==> src/rtl/fifo_port_scheduler_if.sv <==
// ---------------------------------------------------------------------------
// fifo_port_scheduler_if
//
// Purpose : bundles the requester handshake, the consumer read handshake and
//           the FIFO pin-side signals of fifo_port_scheduler into one port.
//
// Parameters
//   NUM_REQ    number of write requesters
//   DATAWIDTH  FIFO word width
//
// Signals
//   req_valid    [NUM_REQ]            requester i presents a word
//   req_data     [NUM_REQ*DATAWIDTH]  word of requester i at [i*DATAWIDTH +: DATAWIDTH]
//   req_last     [NUM_REQ]            requester i's word is the last of its burst
//   req_ready    [NUM_REQ]            requester i's word is written this cycle
//   grant        [NUM_REQ]            registered one-hot write-side owner
//   rd_req                            consumer asks for one word
//   rd_valid                          FIFO data_out holds the requested word
//   fifo_we / fifo_re / fifo_data_in  to the FIFO
//   fifo_full / fifo_empty            from the FIFO
//
// Modports
//   master : the scheduler side
//   slave  : requesters, consumer and FIFO seen as one environment
// ---------------------------------------------------------------------------
interface fifo_port_scheduler_if #(
    parameter int NUM_REQ   = 4,
    parameter int DATAWIDTH = 32
);
    logic [NUM_REQ-1:0]           req_valid;
    logic [NUM_REQ*DATAWIDTH-1:0] req_data;
    logic [NUM_REQ-1:0]           req_last;
    logic [NUM_REQ-1:0]           req_ready;
    logic [NUM_REQ-1:0]           grant;
    logic                         rd_req;
    logic                         rd_valid;
    logic                         fifo_we;
    logic                         fifo_re;
    logic [DATAWIDTH-1:0]         fifo_data_in;
    logic                         fifo_full;
    logic                         fifo_empty;

    modport master (
        input  req_valid, req_data, req_last, rd_req, fifo_full, fifo_empty,
        output req_ready, grant, rd_valid, fifo_we, fifo_re, fifo_data_in
    );

    modport slave (
        output req_valid, req_data, req_last, rd_req, fifo_full, fifo_empty,
        input  req_ready, grant, rd_valid, fifo_we, fifo_re, fifo_data_in
    );
endinterface

==> src/rtl/fifo_port_scheduler.sv <==
// ---------------------------------------------------------------------------
// fifo_port_scheduler
//
// Purpose : shares one single-ported FIFO between NUM_REQ write requesters
//           and one read consumer.  Every cycle it decides whether the FIFO
//           slot is used for a read or a write.  The write side is owned by
//           one requester at a time, chosen round-robin, for a burst of at
//           most MAX_BURST accepted words.
//
// Parameters
//   NUM_REQ    write requesters (2..8)
//   DATAWIDTH  word width, equal to the FIFO's
//   MAX_BURST  words accepted per grant (1..15)
//
// Ports
//   clk  rising-edge clock shared with the FIFO
//   rst  asynchronous active-high reset
//   bus  fifo_port_scheduler_if.master (requesters, consumer, FIFO pins)
//
// Build option
//   FIFO_SCHED_RD_PRIO_EN  when defined, a possible read always wins the
//                          slot; otherwise read and write alternate on
//                          contended cycles.
// ---------------------------------------------------------------------------
module fifo_port_scheduler #(
    parameter int NUM_REQ   = 4,
    parameter int DATAWIDTH = 32,
    parameter int MAX_BURST = 4
) (
    input  logic                   clk,
    input  logic                   rst,
    fifo_port_scheduler_if.master  bus
);

    localparam int IDX_W = (NUM_REQ > 1) ? $clog2(NUM_REQ) : 1;
    localparam int CNT_W = $clog2(MAX_BURST + 1);

    typedef enum logic {
        IDLE  = 1'b0,
        BURST = 1'b1
    } state_t;

    state_t               state_q;
    state_t               state_d;
    logic [NUM_REQ-1:0]   grant_q;
    logic [IDX_W-1:0]     gnt_idx_q;
    logic [IDX_W-1:0]     rr_ptr_q;
    logic [IDX_W-1:0]     rr_next;
    logic [IDX_W-1:0]     pick_idx;
    logic [IDX_W-1:0]     cand;
    logic                 pick_found;
    logic [CNT_W-1:0]     burst_cnt_q;
    logic                 prio;
    logic                 rd_valid_q;

    logic                 own_valid;
    logic                 own_last;
    logic                 last_beat;
    logic                 wr_poss;
    logic                 rd_poss;
    logic                 wr_go;
    logic                 rd_go;
    logic                 burst_done;

    // Round-robin pick: first valid requester at or after rr_ptr, wrapping.
    always_comb begin
        pick_found = 1'b0;
        pick_idx   = '0;
        cand       = '0;
        for (int k = 0; k < NUM_REQ; k++) begin
            cand = IDX_W'((int'(rr_ptr_q) + k) % NUM_REQ);
            if (!pick_found && bus.req_valid[cand]) begin
                pick_found = 1'b1;
                pick_idx   = cand;
            end
        end
    end

    // grant_q is only non-zero in BURST, so masking with it already
    // restricts these to the owner's signals.
    assign own_valid = |(grant_q & bus.req_valid);
    assign own_last  = |(grant_q & bus.req_last);

    assign wr_poss = own_valid & ~bus.fifo_full;
    assign rd_poss = bus.rd_req & ~bus.fifo_empty;

    // prio=0: write takes a contended slot, prio=1: read takes it.
    assign wr_go = wr_poss & (~rd_poss | ~prio);
    assign rd_go = rd_poss & (~wr_poss | prio);

    assign last_beat  = own_last | (burst_cnt_q == CNT_W'(MAX_BURST - 1));
    // An owner that drops req_valid gives up the grant even while stalled.
    assign burst_done = (state_q == BURST) & (~own_valid | (wr_go & last_beat));

    assign rr_next = (gnt_idx_q == IDX_W'(NUM_REQ - 1)) ? '0 : gnt_idx_q + 1'b1;

    // State register
    always_ff @(posedge clk or posedge rst) begin
        if (rst) begin
            state_q <= IDLE;
        end else begin
            state_q <= state_d;
        end
    end

    // Next-state logic
    always_comb begin
        state_d = state_q;
        case (state_q)
            IDLE:    if (pick_found) state_d = BURST;
            BURST:   if (burst_done) state_d = IDLE;
            default: state_d = IDLE;
        endcase
    end

    // Output logic.  Gated by rst so an asserted reset silences the FIFO
    // pins immediately, including the read path that does not depend on
    // any register.
    always_comb begin
        bus.fifo_we      = 1'b0;
        bus.fifo_re      = 1'b0;
        bus.req_ready    = '0;
        bus.fifo_data_in = '0;
        if (!rst) begin
            bus.fifo_we   = wr_go;
            bus.fifo_re   = rd_go;
            bus.req_ready = wr_go ? grant_q : '0;
            for (int i = 0; i < NUM_REQ; i++) begin
                if (grant_q[i]) begin
                    bus.fifo_data_in = bus.req_data[i*DATAWIDTH +: DATAWIDTH];
                end
            end
        end
    end

    // Grant, round-robin pointer and burst counter
    always_ff @(posedge clk or posedge rst) begin
        if (rst) begin
            grant_q     <= '0;
            gnt_idx_q   <= '0;
            rr_ptr_q    <= '0;
            burst_cnt_q <= '0;
        end else if (state_q == IDLE) begin
            if (pick_found) begin
                grant_q     <= NUM_REQ'(1) << pick_idx;
                gnt_idx_q   <= pick_idx;
                burst_cnt_q <= '0;
            end
        end else begin
            if (wr_go) begin
                burst_cnt_q <= burst_cnt_q + 1'b1;
            end
            if (burst_done) begin
                grant_q  <= '0;
                rr_ptr_q <= rr_next;
            end
        end
    end

`ifdef FIFO_SCHED_RD_PRIO_EN
    assign prio = 1'b1;
`else
    // Fairness toggle: flips after every cycle in which both a read and a
    // write were possible, so sustained contention alternates 1:1.
    always_ff @(posedge clk or posedge rst) begin
        if (rst) begin
            prio <= 1'b0;
        end else if (wr_poss && rd_poss) begin
            prio <= ~prio;
        end
    end
`endif

    // FIFO data_out is registered, so the word is there one cycle after re.
    always_ff @(posedge clk or posedge rst) begin
        if (rst) begin
            rd_valid_q <= 1'b0;
        end else begin
            rd_valid_q <= rd_go;
        end
    end

    assign bus.grant    = grant_q;
    assign bus.rd_valid = rd_valid_q;

endmodule

==> src/flat_wrapper.sv <==
// flat-port wrapper written by rule: the top's interface ports become plain ports
module fifo_port_scheduler_flat 
#(
    parameter int NUM_REQ   = 4,
    parameter int DATAWIDTH = 32,
    parameter int MAX_BURST = 4
)
  (clk, rst, bus_req_valid, bus_req_data, bus_req_last, bus_rd_req, bus_fifo_full, bus_fifo_empty, bus_req_ready, bus_grant, bus_rd_valid, bus_fifo_we, bus_fifo_re, bus_fifo_data_in);
  fifo_port_scheduler_if #(.NUM_REQ(NUM_REQ), .DATAWIDTH(DATAWIDTH)) bus_i ();
  input  logic clk;
  input  logic rst;
  input wire logic [$bits(bus_i.req_valid)-1:0] bus_req_valid;
  input wire logic [$bits(bus_i.req_data)-1:0] bus_req_data;
  input wire logic [$bits(bus_i.req_last)-1:0] bus_req_last;
  input wire logic [$bits(bus_i.rd_req)-1:0] bus_rd_req;
  input wire logic [$bits(bus_i.fifo_full)-1:0] bus_fifo_full;
  input wire logic [$bits(bus_i.fifo_empty)-1:0] bus_fifo_empty;
  output wire logic [$bits(bus_i.req_ready)-1:0] bus_req_ready;
  output wire logic [$bits(bus_i.grant)-1:0] bus_grant;
  output wire logic [$bits(bus_i.rd_valid)-1:0] bus_rd_valid;
  output wire logic [$bits(bus_i.fifo_we)-1:0] bus_fifo_we;
  output wire logic [$bits(bus_i.fifo_re)-1:0] bus_fifo_re;
  output wire logic [$bits(bus_i.fifo_data_in)-1:0] bus_fifo_data_in;
  assign bus_i.req_valid = bus_req_valid;
  assign bus_i.req_data = bus_req_data;
  assign bus_i.req_last = bus_req_last;
  assign bus_i.rd_req = bus_rd_req;
  assign bus_i.fifo_full = bus_fifo_full;
  assign bus_i.fifo_empty = bus_fifo_empty;
  assign bus_req_ready = bus_i.req_ready;
  assign bus_grant = bus_i.grant;
  assign bus_rd_valid = bus_i.rd_valid;
  assign bus_fifo_we = bus_i.fifo_we;
  assign bus_fifo_re = bus_i.fifo_re;
  assign bus_fifo_data_in = bus_i.fifo_data_in;
  fifo_port_scheduler #(.NUM_REQ(NUM_REQ), .DATAWIDTH(DATAWIDTH), .MAX_BURST(MAX_BURST)) u_core (.clk(clk), .rst(rst), .bus(bus_i));
endmodule
==> config.mk <==
export PLATFORM = sky130hd
export DESIGN_NAME = fifo_port_scheduler_flat
export DESIGN_NICKNAME = d
export VERILOG_FILES = /design/src/rtl/fifo_port_scheduler_if.sv /design/src/rtl/fifo_port_scheduler.sv /design/src/flat_wrapper.sv
export SDC_FILE = /design/constraint.sdc
export NUM_CORES = 1
export LEC_CHECK = 0
export ABC_AREA = 1
export BUFFER_PORTS_ARGS = -buffer_cell sky130_fd_sc_hd__clkbuf_2
export CORE_MARGIN = 2
export CORE_UTILIZATION = 35
export DETAILED_ROUTE_END_ITERATION = 7
export GPL_TIMING_DRIVEN = 0
export PLACE_DENSITY = 0.78
export SLEW_MARGIN = 20
export SYNTH_ARGS = -nofsm -noshare
export SYNTH_HDL_FRONTEND = slang
export SYNTH_SLANG_ARGS = --single-unit
==> constraint.sdc <==
create_clock -name clk -period 1.6 [get_ports clk]
set_clock_uncertainty 0.1 [all_clocks]
set_input_delay 0.24 -clock clk [delete_from_list [all_inputs] [get_ports clk]]
set_output_delay 0.24 -clock clk [all_outputs]
set_load 0.02 [all_outputs]
# ---- Word level (Yosys, flattened, before mapping)
# Index checks and enable logic that the tools add are counted.
dict set report word_totals {
  reg_bits 14
  inputBits 141
  out_inout_bits 43
  elab_cells 89
}
dict set report classes {
  addsub 5
  order_cmp 4
  n_eq_ne 4
  shift 1
  muxes 35
  bitwise_logic 19
  n_reduce_logical 14
}
# cell n
set ops {}
lappend ops {{2-to-1 mux 32 bit} 5}
lappend ops {{2-to-1 mux 4 bit} 5}
lappend ops {{less-than comparator 2 x 3 -> 1 bit (second input constant)} 4}
lappend ops {{2-to-1 mux 1 bit} 12}
lappend ops {{2-to-1 mux 2 bit} 5}
lappend ops {{2-to-1 mux 3 bit} 3}
lappend ops {{AND 4 bit} 2}
lappend ops {{binary-select mux 1 bit (select 2 bit)} 4}
lappend ops {{AND reduction 2 bit} 4}
lappend ops {{OR reduction 4 bit} 2}
lappend ops {{inverter 1 bit} 7}
lappend ops {{AND 1 bit} 6}
lappend ops {{adder 2 x 1 -> 2 bit (second input constant)} 2}
lappend ops {{adder 2 bit (second input constant)} 2}
lappend ops {{logical AND 1 bit} 4}
lappend ops {{!= test 2 bit (second input constant)} 2}
lappend ops {{OR 1 bit} 4}
lappend ops {{left shift 1 x 2 -> 4 bit (first input constant)} 1}
lappend ops {{adder 3 x 1 -> 3 bit (second input constant)} 1}
lappend ops {{equality test 3 x 2 -> 1 bit (second input constant)} 1}
lappend ops {{logical NOT 1 bit} 3}
lappend ops {{equality test 2 bit (second input constant)} 1}
lappend ops {{one-hot mux 1 bit (2 select lines)} 1}
lappend ops {{nonzero test 2 bit} 1}

# ---- Logic depth before layout (Yosys ltp)
dict set report depth {
  ltp_word 15
  mapped_depth 12
  depth_no_buf 12
}

# ---- Worst setup path after synthesis
# Ideal clock, no wire load.
dict set report synth_timing {
  kind {register to output}
  from {register u_core.grant_q[0], in the netlist u_core.bus.grant[0]}
  to {output bus_req_ready[1]}
  arrival_time_ns 1.749
  t_required_ns 1.260
  path_slack_ns -0.489
  stages_incl_launch_ff 10
  path_buffers 1
  path_cell_list {dfrtp_1 -> buf_2 -> nand2_1 -> nand2_1 -> nor2_1 -> nor2_1 -> nand2_1 -> nor2_1 -> inv_1 -> nor2_1}
}
dict set report synth_via {
  elab_chain_cells 6
}
# item line_no
set synth_rtl {}
lappend synth_rtl {{start: declaration} fifo_port_scheduler.sv:45} ;# logic [NUM_REQ-1:0] grant_q;
lappend synth_rtl {{start signal: assignment} fifo_port_scheduler.sv:145} ;# grant_q <= NUM_REQ'(1) << pick_idx;
lappend synth_rtl {{AND 4 bit} fifo_port_scheduler.sv:81} ;# assign own_valid = |(grant_q & bus.req_valid);
lappend synth_rtl {{OR reduction 4 bit} fifo_port_scheduler.sv:81}
lappend synth_rtl {{AND 1 bit} fifo_port_scheduler.sv:84} ;# assign wr_poss = own_valid & ~bus.fifo_full;
lappend synth_rtl {{AND 1 bit} fifo_port_scheduler.sv:88} ;# assign wr_go = wr_poss & (~rd_poss | ~prio);
lappend synth_rtl {{2-to-1 mux 4 bit} fifo_port_scheduler.sv:127} ;# bus.req_ready = wr_go ? grant_q : '0;
lappend synth_rtl {{2-to-1 mux 4 bit} fifo_port_scheduler.sv:124} ;# if (!rst) begin
lappend synth_rtl {{end: declaration} flat_wrapper.sv:18} ;# output wire logic [$bits(bus_i.req_ready)-1:0] bus_req_ready;
# Every way passes these cells.

# ---- Worst setup path in the final report
dict set report layout_timing {
  from {register u_core.grant_q[2], in the netlist u_core.bus.grant[2]}
  to {output bus_fifo_data_in[1]}
}
dict set report layout_via {
  elab_chain_cells 3
}
# item line_no
set layout_rtl {}
lappend layout_rtl {{2-to-1 mux 32 bit (2 in a row)} fifo_port_scheduler.sv:129} ;# if (grant_q[i]) begin
lappend layout_rtl {{2-to-1 mux 32 bit} fifo_port_scheduler.sv:124}
lappend layout_rtl {{end: declaration} flat_wrapper.sv:23} ;# output wire logic [$bits(bus_i.fifo_data_in)-1:0] bus_fifo_data_in;
# Every way passes these cells.

==> out/metrics.cfg <==
[status]
status = complete, but fails checks
violations = setup timing

[clock_tree]
numCtsBuffers = 3
cts_root_buffer = clkbuf_8
clock-sinks = 14
tritoncts = built
cts.htree.levels = 1
clkTransAtPathRegs_ns = 0.06
clk_latency_ns = 0.24
clockBufferDepth = 2

[power]
ir_drop_v = 0.000971
leakage_nw = 2.26
power_density_nw_per_um2 = 1660
clockPowerShare_pct = 4.3
seqPwrFrac_pct = 8.3
combPwrFrac_pct = 87.4
p_switching_mw = 4.08
netSwitchingFraction_pct = 52.2
intPower_mw = 3.74

[floorplan]
dieArea_um2 = 6710
start_util_pct = 36.1
die_h_um = 81.9
core_area_um2 = 5890
num_rows = 28
ios = 184
fp.dieW_um = 81.9

[routing]
antenna_left = 0
drt_iter0_drc = 343
via_per_inst = 5.86
num_vias = 3951
drc = 0
wire_per_inst_um = 19.3
dr.pass1.iters = 5
finalWirelength_mm = 13.0

[timing]
finalSetupViolCount = 48
max_freq_ghz = 0.483
fin_crit_sh_pct = 129
fin_ws_ns = -0.471
slew_viol_final = 0
slew_headroom_pct = 49.8
hold_viol_final = 0
fin_crit_ns = 2.07
rsz0062_at_grt = true
tightestPinTransition_ns = 0.754

[grt]
antenna_found_initial = 0
grt_pass1_wl_mm = 16.3
grt_max_degree = 15
grt_pass1_vias = 3447
grt.total_usage_pct = 31.1
grt-ovfl-total = 0

[worst_setup_path]
required_ns = 1.26
critPathKind = reg2out
start_kind = flop
cp-end-kind = output pin
crit_arrival_ns = 1.73
path_delay_family = buffers and inverters
cpPeakStageDelay_ns = 0.47
crit_fanout = 10
cp_slowest_cell = dfrtp_2
cp_num_buf_inv = 3
crit_chain = buf_6 -> buf_4 -> o31ai_2 -> o21ai_1 -> nor2_2 -> clkbuf_8

[placed_design]
dpl.hpwl_mm = 7.37
dpl_cell_area_um2 = 3290
gp_congestion = 0.827
port_buffers = 182

[layout]
final_layout_size_suffix_gt1_share_pct = 69.4
fillCellCount = 360
diodes = 0
final_area_um2 = 4710
final_util_pct = 80.0
register_area_um2 = 358
multiInputGateArea_um2 = 2290
syn2layout_area_growth_pct = 122
fin_nets = 744

[yosys]
ys_ff_latch = 14
synth_edf_count = 0
syn-num-nets = 526
synth.area.top_cells = dfrtp_1 16%, a21oi_1 15%, nor2_1 14%
yosys.area.top_type = dfrtp_1
ys_top_cells_by_count = 79 x nor2_1, 65 x a21oi_1, 63 x nand2_1
syn-cell-area_um2 = 2120
synth_most_common_cell = nor2_1
synthFlopType = dfrtp_1
synth-async-reset-ratio_pct = 100
yosys_warnings = 0
ys_types = 24
yosysTopAreaCellShare_pct = 16.5
seq_area_frac_synth_pct = 16.5
avgSynthCellArea_um2 = 5.56
synthCells = 382

[job]
max-cap-violations = 0

[min_path]
hold_path_class = in2reg

==> path summary, 6_finish.rpt <==
check                               startpoint                   to  slack (ns)  cells after the start
min in group asynchronous                  rst  u_core.bus.grant[2]        0.58                      3
max in group asynchronous                  rst  u_core.bus.grant[3]        0.44                      3
max reg2reg                 u_core.rr_ptr_q[0]  u_core.bus.grant[3]       -0.14                     11
max                        u_core.bus.grant[2]  bus_fifo_data_in[1]       -0.47                      6
min                             bus_fifo_empty  u_core.bus.rd_valid        0.22                      4
min reg2reg                        u_core.prio          u_core.prio        0.38                      1
==> registers in the layout, indices dropped and copies added, names as in the netlist <==
name                 cells
u_core.bus.grant         4
u_core.prio              1
u_core.gnt_idx_q         2
u_core.bus.rd_valid      1
u_core.state_q           1
u_core.burst_cnt_q       3
u_core.rr_ptr_q          2
==> worst min-delay path: stages <==
cell      delay, ns
clkbuf_2       0.07
nor2_1         0.07
inv_1          0.09
nor2_1         0.05
==> repair_timing <==
item	in CTS	in global routing
buffers inserted	18	7
gates cloned	6	1
setup endpoints to repair	50	50
hold buffers	0	0
pin swaps	36	24
resized for setup	217	90
==> cell usage in the layout (no fill, tap or decap), types with 8 or more instances in the layout <==
| cell | netlist | routed |
|---|---|---|
| a21oi_1 | 65 | 39 |
| a21oi_2 | 0 | 20 |
| buf_4 | 0 | 28 |
| buf_6 | 2 | 13 |
| clkbuf_2 | 0 | 147 |
| clkbuf_8 | 0 | 44 |
| dfrtp_1 | 14 | 8 |
| inv_1 | 18 | 14 |
| nand2_1 | 63 | 42 |
| nand2_2 | 6 | 23 |
| nand3_1 | 18 | 9 |
| nand3_2 | 2 | 11 |
| nor2_1 | 79 | 33 |
| nor2_2 | 2 | 42 |
| o21ai_1 | 3 | 26 |
| o21ai_2 | 0 | 12 |
| o31ai_2 | 0 | 12 |
| o31ai_4 | 0 | 14 |
==> routing by layer <==
layer / up-vias / wire length, um / global-route usage (%)
li1: 1738 / - / -
met1: 1847 / 4630 / 33.9
met2: 278 / 6410 / 55.5
met3: 88 / 1210 / 8.90
met4: 0 / 729 / 13.8
met5: - / 0 / 0
==> per-stage QoR <==
stage,total power [mW],hold WS [ns],setup TNS (ns),instances,setup WS [ns]
after floorplan,3.59,0.339,-3.85,382,-0.123
after global placement,4.56,0.359,-12.58,639,-0.384
after detailed placement,4.64,0.367,-13.71,639,-0.417
after CTS,6.54,0.220,-14.40,666,-0.400
after global routing,8.33,0.247,-19.54,674,-0.560
final,7.82,0.218,-15.93,674,-0.471
==> cells by family after synthesis <==
group	share of synthesized area [%]
buffers and inverters	10.4
flip-flops	16.5
AO/OA/AOI/OAI	36.2
AND/OR/NAND/NOR	34.8
XOR/XNOR	0.412
adder cells (fa/ha/maj)	1.77
==> power by group through the flow <==
stage               logic [mW]  clock network [mW]  registers [mW]
floorplan                 2.96                   0           0.630
global placement          3.94                   0           0.614
detailed placement        4.02                   0           0.619
CTS                       5.57               0.344           0.627
global route              7.30               0.361           0.667
finish                    6.83               0.338           0.647
==> layout make-up <==
cell class                 instances  area share, %
buffer                            30           6.54
clock buffer                       4           1.17
inverter                          20           1.97
multi-input combinational        317           48.6
sequential                        14           7.60
tap                               75           1.99
timing repair buffer             213           32.0
timing repair inverter             1          0.159
(Power assumes the default switching activity.)
